$ cat src/rtl/cla_pipe_adder_pkg.sv
// Shared types and lookahead equations for the pipelined 16-bit CLA add/subtract unit.
package cla_pkg;

    localparam int WIDTH   = 16;
    localparam int GROUP   = 4;
    localparam int NGROUPS = WIDTH / GROUP;

    typedef logic [WIDTH-1:0] word_t;

    typedef struct packed {
        word_t g;
        word_t p;
        logic  c0;
    } gp_t;

    typedef struct packed {
        word_t sum;
        logic  cout;
        logic  ovf;
        logic  zero;
    } result_t;

    // Flattened 4-bit lookahead: carries out of bits 0..3 given a carry-in.
    function automatic logic [3:0] lookaheadCarries(input logic [3:0] g, input logic [3:0] p,
                                                    input logic c);
        logic [3:0] carry;
        carry[0] = g[0] | (p[0] & c);
        carry[1] = g[1] | (p[1] & g[0]) | (p[1] & p[0] & c);
        carry[2] = g[2] | (p[2] & g[1]) | (p[2] & p[1] & g[0]) | (p[2] & p[1] & p[0] & c);
        carry[3] = g[3] | (p[3] & g[2]) | (p[3] & p[2] & g[1]) | (p[3] & p[2] & p[1] & g[0])
                 | (p[3] & p[2] & p[1] & p[0] & c);
        return carry;
    endfunction

    // Group generate/propagate, returned as {G, P}.
    function automatic logic [1:0] groupGenProp(input logic [3:0] g, input logic [3:0] p);
        logic gg;
        logic pg;
        gg = g[3] | (p[3] & g[2]) | (p[3] & p[2] & g[1]) | (p[3] & p[2] & p[1] & g[0]);
        pg = &p;
        return {gg, pg};
    endfunction

endpackage

$ cat src/rtl/cla_pipe_adder_if.sv
// Operand/result handshake bundle; master is the operand producer and result consumer.
interface cla_pipe_adder_if;
    import cla_pkg::*;

    logic  in_valid;
    logic  in_ready;
    word_t a;
    word_t b;
    logic  cin;
    logic  sub;
    logic  out_valid;
    logic  out_ready;
    word_t sum;
    logic  cout;
    logic  ovf;
    logic  zero;

    modport master (
        output in_valid, a, b, cin, sub, out_ready,
        input  in_ready, out_valid, sum, cout, ovf, zero
    );

    modport slave (
        input  in_valid, a, b, cin, sub, out_ready,
        output in_ready, out_valid, sum, cout, ovf, zero
    );

endinterface

$ cat src/rtl/cla_pipe_adder_group4.sv
// One 4-bit lookahead group: internal carries plus group generate/propagate.
module cla_group4
    import cla_pkg::*;
(
    input  logic [GROUP-1:0] g_i,
    input  logic [GROUP-1:0] p_i,
    input  logic             c_i,
    output logic [GROUP-1:0] c_o,
    output logic             g_o,
    output logic             p_o
);

    assign c_o        = lookaheadCarries(g_i, p_i, c_i);
    assign {g_o, p_o} = groupGenProp(g_i, p_i);

endmodule

$ cat src/rtl/cla_pipe_adder.sv
// Two-stage add/subtract: stage 1 registers bitwise g/p, stage 2 resolves carries
// with two-level lookahead and registers sum and flags.
module cla_pipe_adder
    import cla_pkg::*;
(
    input  logic             clk,
    input  logic             rst_n,
    cla_pipe_adder_if.slave  bus
);

    gp_t     s1Q;
    gp_t     s1D;
    logic    s1ValidQ;
    logic    s1ValidD;
    result_t resQ;
    result_t resD;
    logic    outValidQ;
    logic    outValidD;

    logic    adv2;
    logic    inReady;
    logic    inXfer;
    logic    load2;
    word_t   bEff;
    logic    c0In;

    logic [NGROUPS-1:0] grpG;
    logic [NGROUPS-1:0] grpP;
    logic [NGROUPS-1:0] grpCin;
    logic [NGROUPS-1:0] blkCarry;
    logic [WIDTH:1]     grpCarry;
    word_t              carryVec;
    word_t              sumVec;

    assign adv2    = !outValidQ || bus.out_ready;
    assign inReady = !s1ValidQ || adv2;
    assign inXfer  = bus.in_valid && inReady;
    assign load2   = s1ValidQ && adv2;

    // Operands are only looked at on a transfer, so idle-cycle X never reaches state.
    assign bEff = bus.sub ? ~bus.b : bus.b;
    assign c0In = bus.sub ? 1'b1 : bus.cin;

    always_comb begin
        s1D      = s1Q;
        s1ValidD = inXfer || (s1ValidQ && !adv2);
        if (inXfer) begin
            s1D.g  = bus.a & bEff;
            s1D.p  = bus.a ^ bEff;
            s1D.c0 = c0In;
        end
    end

    assign blkCarry = lookaheadCarries(grpG, grpP, s1Q.c0);
    assign grpCin   = {blkCarry[NGROUPS-2:0], s1Q.c0};

    for (genvar k = 0; k < NGROUPS; k++) begin : gGroup
        cla_group4 uGroup (
            .g_i (s1Q.g[k*GROUP +: GROUP]),
            .p_i (s1Q.p[k*GROUP +: GROUP]),
            .c_i (grpCin[k]),
            .c_o (grpCarry[k*GROUP+1 +: GROUP]),
            .g_o (grpG[k]),
            .p_o (grpP[k])
        );
    end

    assign carryVec = {grpCarry[WIDTH-1:1], s1Q.c0};
    assign sumVec   = s1Q.p ^ carryVec;

    always_comb begin
        resD      = resQ;
        outValidD = outValidQ;
        if (load2) begin
            resD.sum  = sumVec;
            resD.cout = blkCarry[NGROUPS-1];
            resD.ovf  = grpCarry[WIDTH-1] ^ grpCarry[WIDTH];
            resD.zero = (sumVec == '0);
            outValidD = 1'b1;
        end else if (outValidQ && bus.out_ready) begin
            outValidD = 1'b0;
        end
    end

    always_ff @(posedge clk or negedge rst_n) begin
        if (!rst_n) begin
            s1Q       <= '0;
            s1ValidQ  <= 1'b0;
            resQ      <= '0;
            outValidQ <= 1'b0;
        end else begin
            s1Q       <= s1D;
            s1ValidQ  <= s1ValidD;
            resQ      <= resD;
            outValidQ <= outValidD;
        end
    end

    assign bus.in_ready  = inReady;
    assign bus.out_valid = outValidQ;
    assign bus.sum       = resQ.sum;
    assign bus.cout      = resQ.cout;
    assign bus.ovf       = resQ.ovf;
    assign bus.zero      = resQ.zero;

endmodule

$ cat src/flat_wrapper.sv
// flat-port wrapper written by rule: the top's interface ports become plain ports
module cla_pipe_adder_flat import cla_pkg::*;
  (clk, rst_n, bus_in_valid, bus_a, bus_b, bus_cin, bus_sub, bus_out_ready, bus_in_ready, bus_out_valid, bus_sum, bus_cout, bus_ovf, bus_zero);
  cla_pipe_adder_if bus_i ();
  input  logic clk;
  input  logic rst_n;
  input wire logic [$bits(bus_i.in_valid)-1:0] bus_in_valid;
  input wire logic [$bits(bus_i.a)-1:0] bus_a;
  input wire logic [$bits(bus_i.b)-1:0] bus_b;
  input wire logic [$bits(bus_i.cin)-1:0] bus_cin;
  input wire logic [$bits(bus_i.sub)-1:0] bus_sub;
  input wire logic [$bits(bus_i.out_ready)-1:0] bus_out_ready;
  output wire logic [$bits(bus_i.in_ready)-1:0] bus_in_ready;
  output wire logic [$bits(bus_i.out_valid)-1:0] bus_out_valid;
  output wire logic [$bits(bus_i.sum)-1:0] bus_sum;
  output wire logic [$bits(bus_i.cout)-1:0] bus_cout;
  output wire logic [$bits(bus_i.ovf)-1:0] bus_ovf;
  output wire logic [$bits(bus_i.zero)-1:0] bus_zero;
  assign bus_i.in_valid = bus_in_valid;
  assign bus_i.a = bus_a;
  assign bus_i.b = bus_b;
  assign bus_i.cin = bus_cin;
  assign bus_i.sub = bus_sub;
  assign bus_i.out_ready = bus_out_ready;
  assign bus_in_ready = bus_i.in_ready;
  assign bus_out_valid = bus_i.out_valid;
  assign bus_sum = bus_i.sum;
  assign bus_cout = bus_i.cout;
  assign bus_ovf = bus_i.ovf;
  assign bus_zero = bus_i.zero;
  cla_pipe_adder u_core (.clk(clk), .rst_n(rst_n), .bus(bus_i));
endmodule
$ cat config.mk
export PLATFORM = sky130hd
export DESIGN_NAME = cla_pipe_adder_flat
export DESIGN_NICKNAME = d
export VERILOG_FILES = /design/src/rtl/cla_pipe_adder_pkg.sv /design/src/rtl/cla_pipe_adder_if.sv /design/src/rtl/cla_pipe_adder_group4.sv /design/src/rtl/cla_pipe_adder.sv /design/src/flat_wrapper.sv
export SDC_FILE = /design/constraint.sdc
export NUM_CORES = 1
export LEC_CHECK = 0
export ABC_AREA = 1
export BUFFER_PORTS_ARGS = -buffer_cell sky130_fd_sc_hd__clkbuf_2
export CORE_MARGIN = 4
export CORE_UTILIZATION = 50
export DETAILED_ROUTE_END_ITERATION = 8
export PLACE_DENSITY = 0.76
export SETUP_SLACK_MARGIN = 0.1
export SYNTH_ARGS = -nofsm -noshare
export SYNTH_HDL_FRONTEND = slang
export SYNTH_SLANG_ARGS = --single-unit
$ cat constraint.sdc
create_clock -name clk -period 1.5 [get_ports clk]
set_input_delay 0.3 -clock clk [delete_from_list [all_inputs] [get_ports clk]]
set_output_delay 0.3 -clock clk [all_outputs]
set_load 0.005 [all_outputs]
==> impl_results.rst <==
.. list-table::
   :header-rows: 1

   * - Metric
     - Value
   * - Via density per instance
     - roughly 5.2
   * - Cell type group with the largest total delay on the critical path
     - simple AND/OR/NAND/NOR gates
   * - Wire length of the first global-routing pass
     - around 12000 um
   * - PD cells
     - ~1200 nW/um2
   * - Setup violators final
     - 5
   * - Outcome
     - finished, violations left
   * - Seq/Total Area, Yosys
     - about 45%
   * - Core footprint
     - 5680 um2
   * - Fill cells
     - approximately 450
   * - Initial core utilization
     - a little over half
   * - Number of antenna violations at the first check in global routing
     - 0
   * - Worst Hold Slack
     - ~0.19 ns
   * - Cell with the largest stage delay on the worst path
     - sky130_fd_sc_hd__dfrtp_1
   * - Weighted congestion reported at the end of routability-driven placement
     - around 0.9
   * - TritonCTS sink count
     - 54
   * - Path type of the worst setup path
     - register to register
   * - Clock buffers created by TritonCTS
     - 5
   * - Total wire length
     - roughly 7700 um
   * - Most common cell after layout, fill and taps aside
     - sky130_fd_sc_hd__nand2_1
   * - Layout net count
     - between 500 and 600
   * - Share of power burned in the clock network
     - 18.1%
   * - Post-layout worst setup margin
     - -0.233 ns
   * - Total leakage power
     - ~2.1 nW
   * - Post-CTS clock slew at the launch and capture registers of the worst setup and hold paths
     - ~0.10 ns
   * - Root buf cell
     - sky130_fd_sc_hd__clkbuf_8
   * - Number of global-route vias before repair
     - between 2k and 3k
   * - Worst Path Max Fanout
     - 4
   * - Setup WS pre-CTS
     - -0.124 ns
   * - Min cycle time layout
     - around 1.7 ns
   * - CP Data Arrival Time
     - 1.99 ns
   * - Total power draw
     - around 4.7 mW
   * - Cell-internal power
     - ~3.0 mW
   * - Max frequency
     - between 0.5 and 0.6 GHz
   * - Number of nets with antenna violations after routing
     - 0
   * - Gr ovfl total
     - 0
   * - Mapped Nets
     - ~430
   * - H-tree levels
     - 2
   * - Buffering stage count on the worst path with inverters included
     - 1
   * - Setup clock skew after layout
     - ~0.0083 ns
   * - Die Wd
     - 85.6 um
   * - DR DRC count
     - 0
   * - Number of input and output port buffers inserted
     - 58
   * - DP HPWL
     - 5220 um
   * - Synth-to-Final Area Change
     - 34.2%
   * - Antenna cell count
     - 0
   * - IR drop worst, VDD
     - between 500 and 600 uV
   * - Element type at the critical path start
     - register
   * - Proportion of power drawn by flip-flops and latches
     - roughly 42%
   * - Total iterations of the first detailed-routing run
     - 4
   * - Finished Layout Cells
     - 548
   * - Share of layout cells above drive strength 1
     - roughly 37%
   * - Mapped cell area
     - 3010 um2
   * - Yosys warning total
     - 0
   * - RSZ-0062 raised after global routing
     - yes
   * - Largest net degree at the start of global routing
     - between 50 and 60
   * - Number of max-capacitance violations reported
     - 0
   * - Clock tree from TritonCTS
     - built
   * - Worst-Margin Slew
     - 0.331 ns
   * - Failing checks
     - setup timing
   * - Worst hold path type
     - input pin to register
   * - Longest Clk Path Bufs
     - 2
   * - Via count
     - 2866
   * - Endpoint required time on the critical path
     - roughly 1.8 ns
   * - Number of instances in the placed design
     - ~530
   * - Endpoint class of the critical path
     - register
   * - Vertical die dimension
     - 85.6 um
   * - Comb power frac
     - about two fifths
   * - Insertion delay to the later sink of the worst-skew pair
     - between 0.3 and 0.4 ns
   * - Flip-flop and latch count after synthesis
     - 54
   * - Cell area after layout
     - roughly 4000 um2
   * - Synth unique cells
     - 27
   * - Post-synthesis area per instance
     - 8.11 um2
   * - Fraction of power spent switching nets
     - 37.0%
   * - Top-level port count
     - 59
   * - Ordered cell list for the critical path
     - nand2_2 -> nor2_2 -> nand2_2 -> nand2_4 -> nand3_4 -> buf_6 -> nand4_1 -> nand2_1 -> nor2_2 -> nand2_1 -> nor2_2 -> nand3_1 -> nand2_1
   * - Final Cycle Share
     - 116%
   * - Most frequent cells in the layout
     - 109 x sky130_fd_sc_hd__nand2_1, 58 x sky130_fd_sc_hd__clkbuf_2, 51 x sky130_fd_sc_hd__dfrtp_1
   * - DR WL/cell
     - approximately 14 um
   * - NetSw
     - approximately 1.7 mW
   * - Die area
     - ~7300 um2
   * - Tot GR Track Use
     - between 20% and 30%
   * - Row count
     - 27
   * - Synthesized netlist cell count
     - approximately 370
   * - Largest stage delay on the critical path
     - between 0.3 and 0.4 ns
   * - Hold Violations, Final
     - 0
   * - Max_slew headroom
     - slightly below 80%
   * - Final-report max-slew violation count
     - 0
   * - Number of violations reported at the end of detailed-routing iteration 0
     - 140
   * - Post-DP Area
     - 3680 um2
==> cell usage after synthesis (all sizes together) <==
cell type | instances | area (um2)
a31oi | 9 | 56.3
o21ai | 31 | 155
clkbuf | 8 | 30.0
nand2 | 133 | 527
o31ai | 2 | 20.0
nor2 | 26 | 115
ha | 17 | 213
a21oi | 7 | 35.0
nand4 | 3 | 18.8
a221oi | 1 | 8.76
dfrtp | 54 | 1350
a211oi | 2 | 15.0
xor2 | 17 | 149
nor3 | 5 | 47.5
inv | 29 | 109
nand3 | 22 | 130
buf | 3 | 21.3
clkinv | 2 | 7.51
==> kinds of logic (layout without fill, tap and decap cells) <==
family	count (synthesis)	count (layout)	synth area share (%)
xor+xnor	17	17	4.95
simple gates	189	189	27.9
buf+inv	42	147	5.57
fa+ha+maj	17	17	7.07
flops	54	54	44.9
compound gates	52	52	9.65
==> tightest hold or removal path: cells and delay by family <==
family                 cells  cell delay, ns
buffers and inverters      2            0.13
and+or+nand+nor            1            0.05
==> cell type report <==
type / instances / area (um2) / share of cell area, %
sequential: 54 / 1360 / 33.6
clock buffer: 6 / 82.6 / 2.05
tap: 72 / 90.1 / 2.23
inverter: 31 / 116 / 2.88
multi-input combinational: 275 / 1670 / 41.3
timing repair buffer: 108 / 712 / 17.6
clock inverter: 2 / 12.5 / 0.310
==> worst paths after layout <==
path,endpoint,cells past startpoint,startpoint,slack (ns)
max,u_core.bus.zero,13,u_core.s1Q[3],-0.23
min,u_core.s1ValidQ,3,bus_in_valid,0.19
max reg2reg,u_core.bus.zero,13,u_core.s1Q[3],-0.23
min reg2reg,u_core.bus.out_valid,2,u_core.s1ValidQ,0.50
max in group asynchronous,u_core.s1Q[7],3,rst_n,0.71
min in group asynchronous,u_core.bus.out_valid,3,rst_n,0.50
==> power by group through the flow <==
stage / clock network [mW] / logic, mW / registers (mW)
6_report: 0.851 / 1.86 / 1.99
5_1_grt: 0.925 / 2.07 / 2.03
4_1_cts: 0.868 / 1.70 / 1.98
3_5_place_dp: 0 / 1.57 / 1.99
3_3_place_gp: 0 / 1.52 / 1.98
2_1_floorplan: 0 / 0.842 / 1.98
==> per-stage QoR <==
stage | TNS [ns] | util, %
2_1_floorplan | 0 | -
3_3_place_gp | -0.0969 | 64.9
3_5_place_dp | -0.217 | 64.9
4_1_cts | -0.265 | 69.0
5_1_grt | -1.48 | 71.1
6_report | -0.628 | 71.1
==> routing by layer <==
metal | vias to the layer above | GRT usage [%] | wire length (um)
li1 | 1410 | - | -
met1 | 1356 | 27.1 | 3250
met2 | 85 | 35.9 | 3920
met3 | 15 | 3.46 | 379
met4 | 0 | 5.32 | 111
met5 | - | 0 | 0
==> registers in the layout (all words and copies together) (netlist names) <==
register / count
u_core.bus.cout: 1
u_core.bus.out_valid: 1
u_core.bus.zero: 1
u_core.bus.sum: 16
u_core.s1Q: 32
u_core.carryVec: 1
u_core.s1ValidQ: 1
u_core.bus.ovf: 1
==> repair_timing <==
| item | in CTS | in global routing |
|---|---|---|
| resized for setup | 24 | 33 |
| endpoints found under the hold margin | 32 | 0 |
| endpoints found under the setup margin | 10 | 16 |
| pin swaps | 12 | 26 |
| hold buffers | 1 | 0 |
| setup buffers | 6 | 1 |
(Power assumes the default switching activity.)
